## config.mk

```make
export PLATFORM = sky130hd
export DESIGN_NAME = rf_hazard_ctrl_flat
export DESIGN_NICKNAME = d
export VERILOG_FILES = /design/src/rtl/rf_hazard_ctrl_pkg.sv /design/src/rtl/rf_hazard_ctrl_if.sv /design/src/rtl/rf_hazard_ctrl_sb_counter.sv /design/src/rtl/rf_hazard_ctrl.sv /design/src/flat_wrapper.sv
export SDC_FILE = /design/constraint.sdc
export NUM_CORES = 1
export LEC_CHECK = 0
export ABC_AREA = 1
export CORE_ASPECT_RATIO = 0.7
export CORE_MARGIN = 2
export CORE_UTILIZATION = 50
export DETAILED_ROUTE_END_ITERATION = 7
export GPL_TIMING_DRIVEN = 0
export PLACE_DENSITY = 0.86
export SLEW_MARGIN = 20
export SYNTH_ARGS = -nofsm -noshare
export SYNTH_HDL_FRONTEND = slang
export SYNTH_HIERARCHICAL = 1
export SYNTH_SLANG_ARGS = --single-unit
```

## constraint.sdc

```tcl
create_clock -name clock -period 3.15 [get_ports clock]
set_input_delay 0.4725 -clock clock [delete_from_list [all_inputs] [get_ports clock]]
set_output_delay 0.4725 -clock clock [all_outputs]
set_load 0.005 [all_outputs]
```

## src/rtl/rf_hazard_ctrl_pkg.sv

```systemverilog
// Shared decode helpers, constants and FSM state type for the stage-2 hazard controller.
package rf_hazard_ctrl_pkg;

  localparam int unsigned NumRegs = 4;
  localparam int unsigned CntW    = 2;

  localparam logic [3:0] OpLoad  = 4'b0000;
  localparam logic [3:0] OpStop  = 4'b0001;
  localparam logic [3:0] OpStore = 4'b0010;
  localparam logic [3:0] OpAdd   = 4'b0100;
  localparam logic [3:0] OpBz    = 4'b0101;
  localparam logic [3:0] OpSub   = 4'b0110;
  localparam logic [3:0] OpNand  = 4'b1000;
  localparam logic [3:0] OpBnz   = 4'b1001;
  localparam logic [3:0] OpBpz   = 4'b1101;
  localparam logic [3:0] OpNop   = 4'b1111;
  localparam logic [2:0] OriMatch   = 3'b111;
  localparam logic [2:0] ShiftMatch = 3'b011;

  typedef enum logic [1:0] {StRun, StDrain, StHalted} state_e;

  function automatic logic is_ori(logic [3:0] op);
    is_ori = (op != OpNop) && (op[2:0] == OriMatch);
  endfunction

  function automatic logic writes_dst(logic [3:0] op);
    writes_dst = 1'b0;
    if (op == OpNop || op == OpStop) begin
      writes_dst = 1'b0;
    end else if (is_ori(op)) begin
      writes_dst = 1'b1;
    end else begin
      case (op)
        OpLoad, OpAdd, OpSub, OpNand: writes_dst = 1'b1;
        default:                      writes_dst = (op[2:0] == ShiftMatch);
      endcase
    end
  endfunction

  // ORI always targets R1 regardless of the Rx field.
  function automatic logic [1:0] dst_reg(logic [7:0] ir);
    dst_reg = is_ori(ir[3:0]) ? 2'd1 : ir[7:6];
  endfunction

  function automatic logic [NumRegs-1:0] src_mask(logic [7:0] ir);
    logic [3:0] op;
    op       = ir[3:0];
    src_mask = '0;
    if (op == OpNop || op == OpStop) begin
      src_mask = '0;
    end else if (is_ori(op)) begin
      src_mask[1] = 1'b1;
    end else begin
      case (op)
        OpAdd, OpSub, OpNand, OpStore: begin
          src_mask[ir[7:6]] = 1'b1;
          src_mask[ir[5:4]] = 1'b1;
        end
        OpLoad:  src_mask[ir[5:4]] = 1'b1;
        default: if (op[2:0] == ShiftMatch) src_mask[ir[7:6]] = 1'b1;
      endcase
    end
  endfunction

endpackage

```

## src/rtl/rf_hazard_ctrl_if.sv

```systemverilog
// Stage-2 instruction / writeback inputs and hazard-control outputs.
interface rf_hazard_ctrl_if;
  import rf_hazard_ctrl_pkg::*;

  logic [7:0]         IR2wire;
  logic               IR2Valid;
  logic               Flush;
  logic               WBEn;
  logic [1:0]         WBReg;
  logic               Stall;
  logic               Bubble;
  logic               Halted;
  logic [NumRegs-1:0] Pending;
  logic               SbErr;

  modport master (
    output IR2wire, IR2Valid, Flush, WBEn, WBReg,
    input  Stall, Bubble, Halted, Pending, SbErr
  );

  modport slave (
    input  IR2wire, IR2Valid, Flush, WBEn, WBReg,
    output Stall, Bubble, Halted, Pending, SbErr
  );
endinterface

```

## src/rtl/rf_hazard_ctrl_sb_counter.sv

```systemverilog
// Per-register in-flight write counter: saturating up/down with underflow flag.
module rf_hazard_ctrl_sb_counter #(
  parameter int unsigned Width = 2
) (
  input  logic             clk_i,
  input  logic             rst_i,
  input  logic             inc_i,
  input  logic             dec_i,
  output logic [Width-1:0] cnt_o,
  output logic [Width-1:0] cnt_d_o,
  output logic             underflow_o
);

  logic [Width-1:0] cnt_q, cnt_d;

  // Simultaneous inc and dec cancel, so the count is left alone.
  always_comb begin
    cnt_d       = cnt_q;
    underflow_o = 1'b0;
    if (inc_i && !dec_i) begin
      if (cnt_q != '1) cnt_d = cnt_q + Width'(1);
    end else if (dec_i && !inc_i) begin
      if (cnt_q == '0) underflow_o = 1'b1;
      else             cnt_d       = cnt_q - Width'(1);
    end
  end

  always_ff @(posedge clk_i) begin
    if (rst_i) cnt_q <= '0;
    else       cnt_q <= cnt_d;
  end

  assign cnt_o   = cnt_q;
  assign cnt_d_o = cnt_d;

endmodule

```

## src/rtl/rf_hazard_ctrl.sv

```systemverilog
// Scoreboard hazard/stall controller at the register-read stage, with STOP drain-and-halt.
module rf_hazard_ctrl
  import rf_hazard_ctrl_pkg::*;
(
  input logic             clock,
  input logic             reset,
  rf_hazard_ctrl_if.slave bus
);

  state_e state_q, state_d;

  logic [CntW-1:0]    cnt     [NumRegs];
  logic [CntW-1:0]    cnt_nxt [NumRegs];
  logic [NumRegs-1:0] inc, dec, uflow, pending, zero_nxt, src;
  logic [1:0]         dst;
  logic               wr, hazard, stall, bubble, issue, sb_err_q;

  assign src = src_mask(bus.IR2wire);
  assign dst = dst_reg(bus.IR2wire);
  assign wr  = writes_dst(bus.IR2wire[3:0]);

  // A count of one being written back this cycle is visible through the RF bypass.
  always_comb begin
    hazard = 1'b0;
    for (int unsigned r = 0; r < NumRegs; r++) begin
      if (src[r] && cnt[r] != '0 &&
          !(cnt[r] == CntW'(1) && bus.WBEn && bus.WBReg == 2'(r))) begin
        hazard = 1'b1;
      end
    end
    if (wr && cnt[dst] == '1) hazard = 1'b1;
  end

  always_comb begin
    state_d = state_q;
    stall   = 1'b0;
    bubble  = 1'b0;
    issue   = 1'b0;
    unique case (state_q)
      StRun: begin
        stall  = bus.IR2Valid && !bus.Flush && hazard;
        bubble = stall || bus.Flush;
        issue  = bus.IR2Valid && !bus.Flush && !stall;
        if (issue && bus.IR2wire[3:0] == OpStop) state_d = StDrain;
      end
      StDrain: begin
        stall  = 1'b1;
        bubble = 1'b1;
        if (&zero_nxt) state_d = StHalted;
      end
      StHalted: begin
        stall  = 1'b1;
        bubble = 1'b1;
      end
      default: state_d = StRun;
    endcase
    if (reset) begin
      stall  = 1'b0;
      bubble = 1'b0;
    end
  end

  always_comb begin
    inc      = '0;
    dec      = '0;
    pending  = '0;
    zero_nxt = '0;
    for (int unsigned r = 0; r < NumRegs; r++) begin
      inc[r]      = issue && wr && (dst == 2'(r));
      dec[r]      = bus.WBEn && (bus.WBReg == 2'(r));
      pending[r]  = (cnt[r] != '0);
      zero_nxt[r] = (cnt_nxt[r] == '0);
    end
  end

  for (genvar r = 0; r < NumRegs; r++) begin : g_cnt
    rf_hazard_ctrl_sb_counter #(
      .Width(CntW)
    ) u_cnt (
      .clk_i      (clock),
      .rst_i      (reset),
      .inc_i      (inc[r]),
      .dec_i      (dec[r]),
      .cnt_o      (cnt[r]),
      .cnt_d_o    (cnt_nxt[r]),
      .underflow_o(uflow[r])
    );
  end

  always_ff @(posedge clock) begin
    if (reset) begin
      state_q  <= StRun;
      sb_err_q <= 1'b0;
    end else begin
      state_q  <= state_d;
      sb_err_q <= sb_err_q | (|uflow);
    end
  end

  assign bus.Stall   = stall;
  assign bus.Bubble  = bubble;
  assign bus.Halted  = (state_q == StHalted) && !reset;
  assign bus.Pending = pending;
  assign bus.SbErr   = sb_err_q;

endmodule

```

## src/flat_wrapper.sv

```systemverilog
// flat-port wrapper written by rule: the top's interface ports become plain ports
module rf_hazard_ctrl_flat import rf_hazard_ctrl_pkg::*;
  (clock, reset, bus_IR2wire, bus_IR2Valid, bus_Flush, bus_WBEn, bus_WBReg, bus_Stall, bus_Bubble, bus_Halted, bus_Pending, bus_SbErr);
  rf_hazard_ctrl_if bus_i ();
  input logic clock;
  input logic reset;
  input wire logic [$bits(bus_i.IR2wire)-1:0] bus_IR2wire;
  input wire logic [$bits(bus_i.IR2Valid)-1:0] bus_IR2Valid;
  input wire logic [$bits(bus_i.Flush)-1:0] bus_Flush;
  input wire logic [$bits(bus_i.WBEn)-1:0] bus_WBEn;
  input wire logic [$bits(bus_i.WBReg)-1:0] bus_WBReg;
  output wire logic [$bits(bus_i.Stall)-1:0] bus_Stall;
  output wire logic [$bits(bus_i.Bubble)-1:0] bus_Bubble;
  output wire logic [$bits(bus_i.Halted)-1:0] bus_Halted;
  output wire logic [$bits(bus_i.Pending)-1:0] bus_Pending;
  output wire logic [$bits(bus_i.SbErr)-1:0] bus_SbErr;
  assign bus_i.IR2wire = bus_IR2wire;
  assign bus_i.IR2Valid = bus_IR2Valid;
  assign bus_i.Flush = bus_Flush;
  assign bus_i.WBEn = bus_WBEn;
  assign bus_i.WBReg = bus_WBReg;
  assign bus_Stall = bus_i.Stall;
  assign bus_Bubble = bus_i.Bubble;
  assign bus_Halted = bus_i.Halted;
  assign bus_Pending = bus_i.Pending;
  assign bus_SbErr = bus_i.SbErr;
  rf_hazard_ctrl u_core (.clock(clock), .reset(reset), .bus(bus_i));
endmodule
```

==> impl_metrics.tcl <==
set metrics [dict create \
    die_y_um 45.37 \
    synth_top_area_cell "nand2_1" \
    startpoint_type "input pin" \
    fin_setup_tns_ns 0 \
    synthesis.nets 250 \
    cts_max_level 1 \
    layout_min_cycle_time_ns 2.857 \
    synth_seq_cells 11 \
    place_congestion 0.8185 \
    dieWidth_um 63.10 \
    nets 279 \
    path_clk_slew_ns 0.07 \
    maxSlewHeadroom_pct 65.33 \
    whs_ns 0.4966 \
    finalInstanceArea_um2 1602 \
    cts_buffer_depth 2 \
    clkLatencyLatePin_ns 0.27 \
    power_frac_seq_pct 34.8 \
    grt_overflow 0 \
    finalPower_mw 0.4548 \
    wl_um 3202 \
    grt_usage_pct 23.98 \
    async_reset_ff_share_pct 0 \
    ys.flop_type "dfxtp_1" \
    cts_buffers 3 \
    io_pins 23 \
    synthCells 231 \
    cellLeakagePower_nw 0.8312 \
    yosysUniqueCellTypes 21 \
    ant_nets 0 \
    die-area_um2 2863 \
    drcViolationCount 0 \
    finalSetupViolations 0 \
    rows 14 \
    p_switching_mw 0.1689 \
    finalCritPeriodShare_pct 90.70 \
    cp-startpoint "bus_IR2wire[0]" \
    switching_share_pct 37.13 \
    tritoncts "built" \
    grt_max_degree 12 \
    worst_ep_required_time_ns 3.31 \
    root_buffer "clkbuf_4" \
    area_delta_synth_final_pct 31.01 \
    ir_worst_vdd_mv 0.1959 \
    p_clk_share_pct 21.5 \
    hold_class "register to register" \
    reg2reg_from "u_core/g_cnt[1].u_cnt/cnt_o[0]$_SDFF_PP0_" \
    reg2reg_setup_slack_ns 0.31 \
    final_max_slew_viol_count 0 \
    yosysWarnings 6 \
    coreArea_um2 2225 \
    r2r_end "u_core/state_q[1]$_SDFFE_PP0P_" \
    p_comb_share_pct 43.7 \
    worstRegToRegCells 20 \
    ys_seq_area_share_pct 18.01 \
    via_per_inst 4.997 \
    firstDrtPassIters 4 \
    slowest_delay_ns 0.26 \
    cap_viol_max_count 0 \
    fin_util_pct 71.99 \
    tightest_slew_ns 0.5184 \
    syn_area_um2 1222 \
    critPathCaptureType "register" \
    portBuffers 22 \
    netlist_top_cells_area "nand2_1 23%, dfxtp_1 18%, inv_1 13%" \
    synth.avg_cell_area_um2 5.292 \
    slowest_stage "nor4_2" \
    netlist.area_leader.share_pct 23.03 \
    grt_pass1_wl_um 5333 \
    path_max_fanout 5 \
    critPathArrivalTime_ns 3.02 \
    first_iter_violations 120 \
    internal_power_mw 0.2859 \
    antenna_found_initial 0 \
    diodes 0 \
    cellPowerDensity_nw_per_um2 284.0 \
    synth_edf_count 0 \
    path_cells "clkdlybuf4s15_1, inv_2, nand3_1, nand2_2, a21oi_1, nor2_1, nand2_1, nand2_1, inv_1, nand3_2, nand3b_4, nor2_4, inv_2, nor2_4, nand2_1, nand2_2, nand2_1, nor4_2, nand3_1, a21oi_2, nand2_2, o21ai_2, a21oi_1" \
    hpwlAfterDp_um 2353 \
    drive_gt1_share_pct 18.92 \
    max_freq_ghz 0.3500 \
    path_class "input pin to register" \
    skew_ns 0.001049 \
    clock_sinks 11 \
    wl_per_cell_um 11.00 \
    placed_area_um2 1483 \
    grt_pass1_vias 1252 \
    start_util_pct 54.95 \
    path_common_cell "nand2_1" \
    ctsHoldBuffers 0 \
    outcome "completed" \
    final_hold_viol_count 0 \
    cp-endpoint "u_core/state_q[1]$_SDFFE_PP0P_" \
    vias 1454 \
]
==> cells in the final DEF (no fill, tap or decap), types with 2 or more instances in the layout <==
cell type / instances
clkdlybuf4s15_1: 3
nand2_2: 8
o21ai_0: 2
inv_1: 37
nor2_2: 5
dlymetal6s2s_1: 3
nand4_1: 3
dfxtp_1: 11
clkbuf_2: 3
o21ai_1: 4
inv_2: 8
clkbuf_4: 3
nand3_1: 22
ha_1: 4
nand2_1: 67
clkdlybuf4s50_1: 13
o21ai_2: 2
nor2_1: 18
or2_2: 5
nor3_1: 5
nor2_4: 4
a21oi_2: 5
a21oi_1: 14
buf_4: 2
==> per-layer routing <==
layer,wire (um),share of wire (%),track usage [%]
met5,0,0,0
met3,185,5.8,5.941
met4,7,0.22,2.667
met1,1594,50,29.59
met2,1414,44,44.68
==> metrics by stage <==
step / cells / setup WS, ns
after global routing: 291 / -0.03118
after floorplan: 231 / 0.4501
final: 291 / 0.2928
after global placement: 285 / -0.4271
after CTS: 290 / 0.0003471
after detailed placement: 285 / -0.5295
==> logic make-up after synthesis <==
logic type | count (synthesis) | share of synthesized area (%)
compound gates | 29 | 13.51
fa+ha+maj | 4 | 4.094
buf+inv | 45 | 13.82
flops | 11 | 18.01
simple gates | 142 | 50.56
==> synthesized netlist by cell type (2+ instances only) <==
master    n
nand3_1  23
nor2_2    2
ha_1      4
or2_2     5
inv_2     4
nand2_1  75
a21oi_1  15
o21ai_0   4
nor3_1    5
inv_1    41
nand4_1   3
nor2_1   25
a21oi_2   4
o21ai_1   4
dfxtp_1  11
==> layout make-up <==
cell class / count / area [um^2]
tap: 32 / 40.04
fill: 209 / 623.1
sequential: 11 / 220.2
multi-input combinational: 175 / 918.4
clock buffer: 4 / 26.28
timing repair buffer: 24 / 227.7
inverter: 45 / 168.9
==> worst max-delay path, delay by kind of cell <==
family	cells	cell delay, ns
buffers and inverters	4	0.42
AOI/OAI and AO/OA	4	0.49
and+or+nand+nor	15	1.66
==> registers in the layout, indices dropped and copies added (netlist names) <==
name and flops:
u_core/g_cnt.u_cnt/cnt_o 8, u_core/state_q 2, u_core/bus.SbErr 1
==> what timing repair did <==
item                       CTS  global route
pin swaps                    5            10
setup endpoints to repair    2             3
setup buffers                1             1
gates resized for setup     18            31
hold endpoints to repair     0             0
==> power by group through the flow <==
stage | registers, mW | logic (mW) | clock network [mW]
after floorplan | 0.159 | 0.104 | 0
after global placement | 0.161 | 0.169 | 0
after detailed placement | 0.161 | 0.173 | 0
after CTS | 0.158 | 0.186 | 0.0986
after global routing | 0.160 | 0.224 | 0.108
final | 0.158 | 0.199 | 0.0977
==> worst min path at each step <==
stage                     cells past startpoint                          end  slack [ns]                         from
after floorplan                               2  u_core/bus.SbErr$_SDFF_PP0_        0.47  u_core/bus.SbErr$_SDFF_PP0_
after global placement                        2  u_core/bus.SbErr$_SDFF_PP0_        0.47  u_core/bus.SbErr$_SDFF_PP0_
after detailed placement                      2  u_core/bus.SbErr$_SDFF_PP0_        0.48  u_core/bus.SbErr$_SDFF_PP0_
after CTS                                     2  u_core/bus.SbErr$_SDFF_PP0_        0.50  u_core/bus.SbErr$_SDFF_PP0_
after global routing                          2  u_core/bus.SbErr$_SDFF_PP0_        0.57  u_core/bus.SbErr$_SDFF_PP0_
final                                         2  u_core/bus.SbErr$_SDFF_PP0_        0.50  u_core/bus.SbErr$_SDFF_PP0_
(Power assumes the default switching activity.)
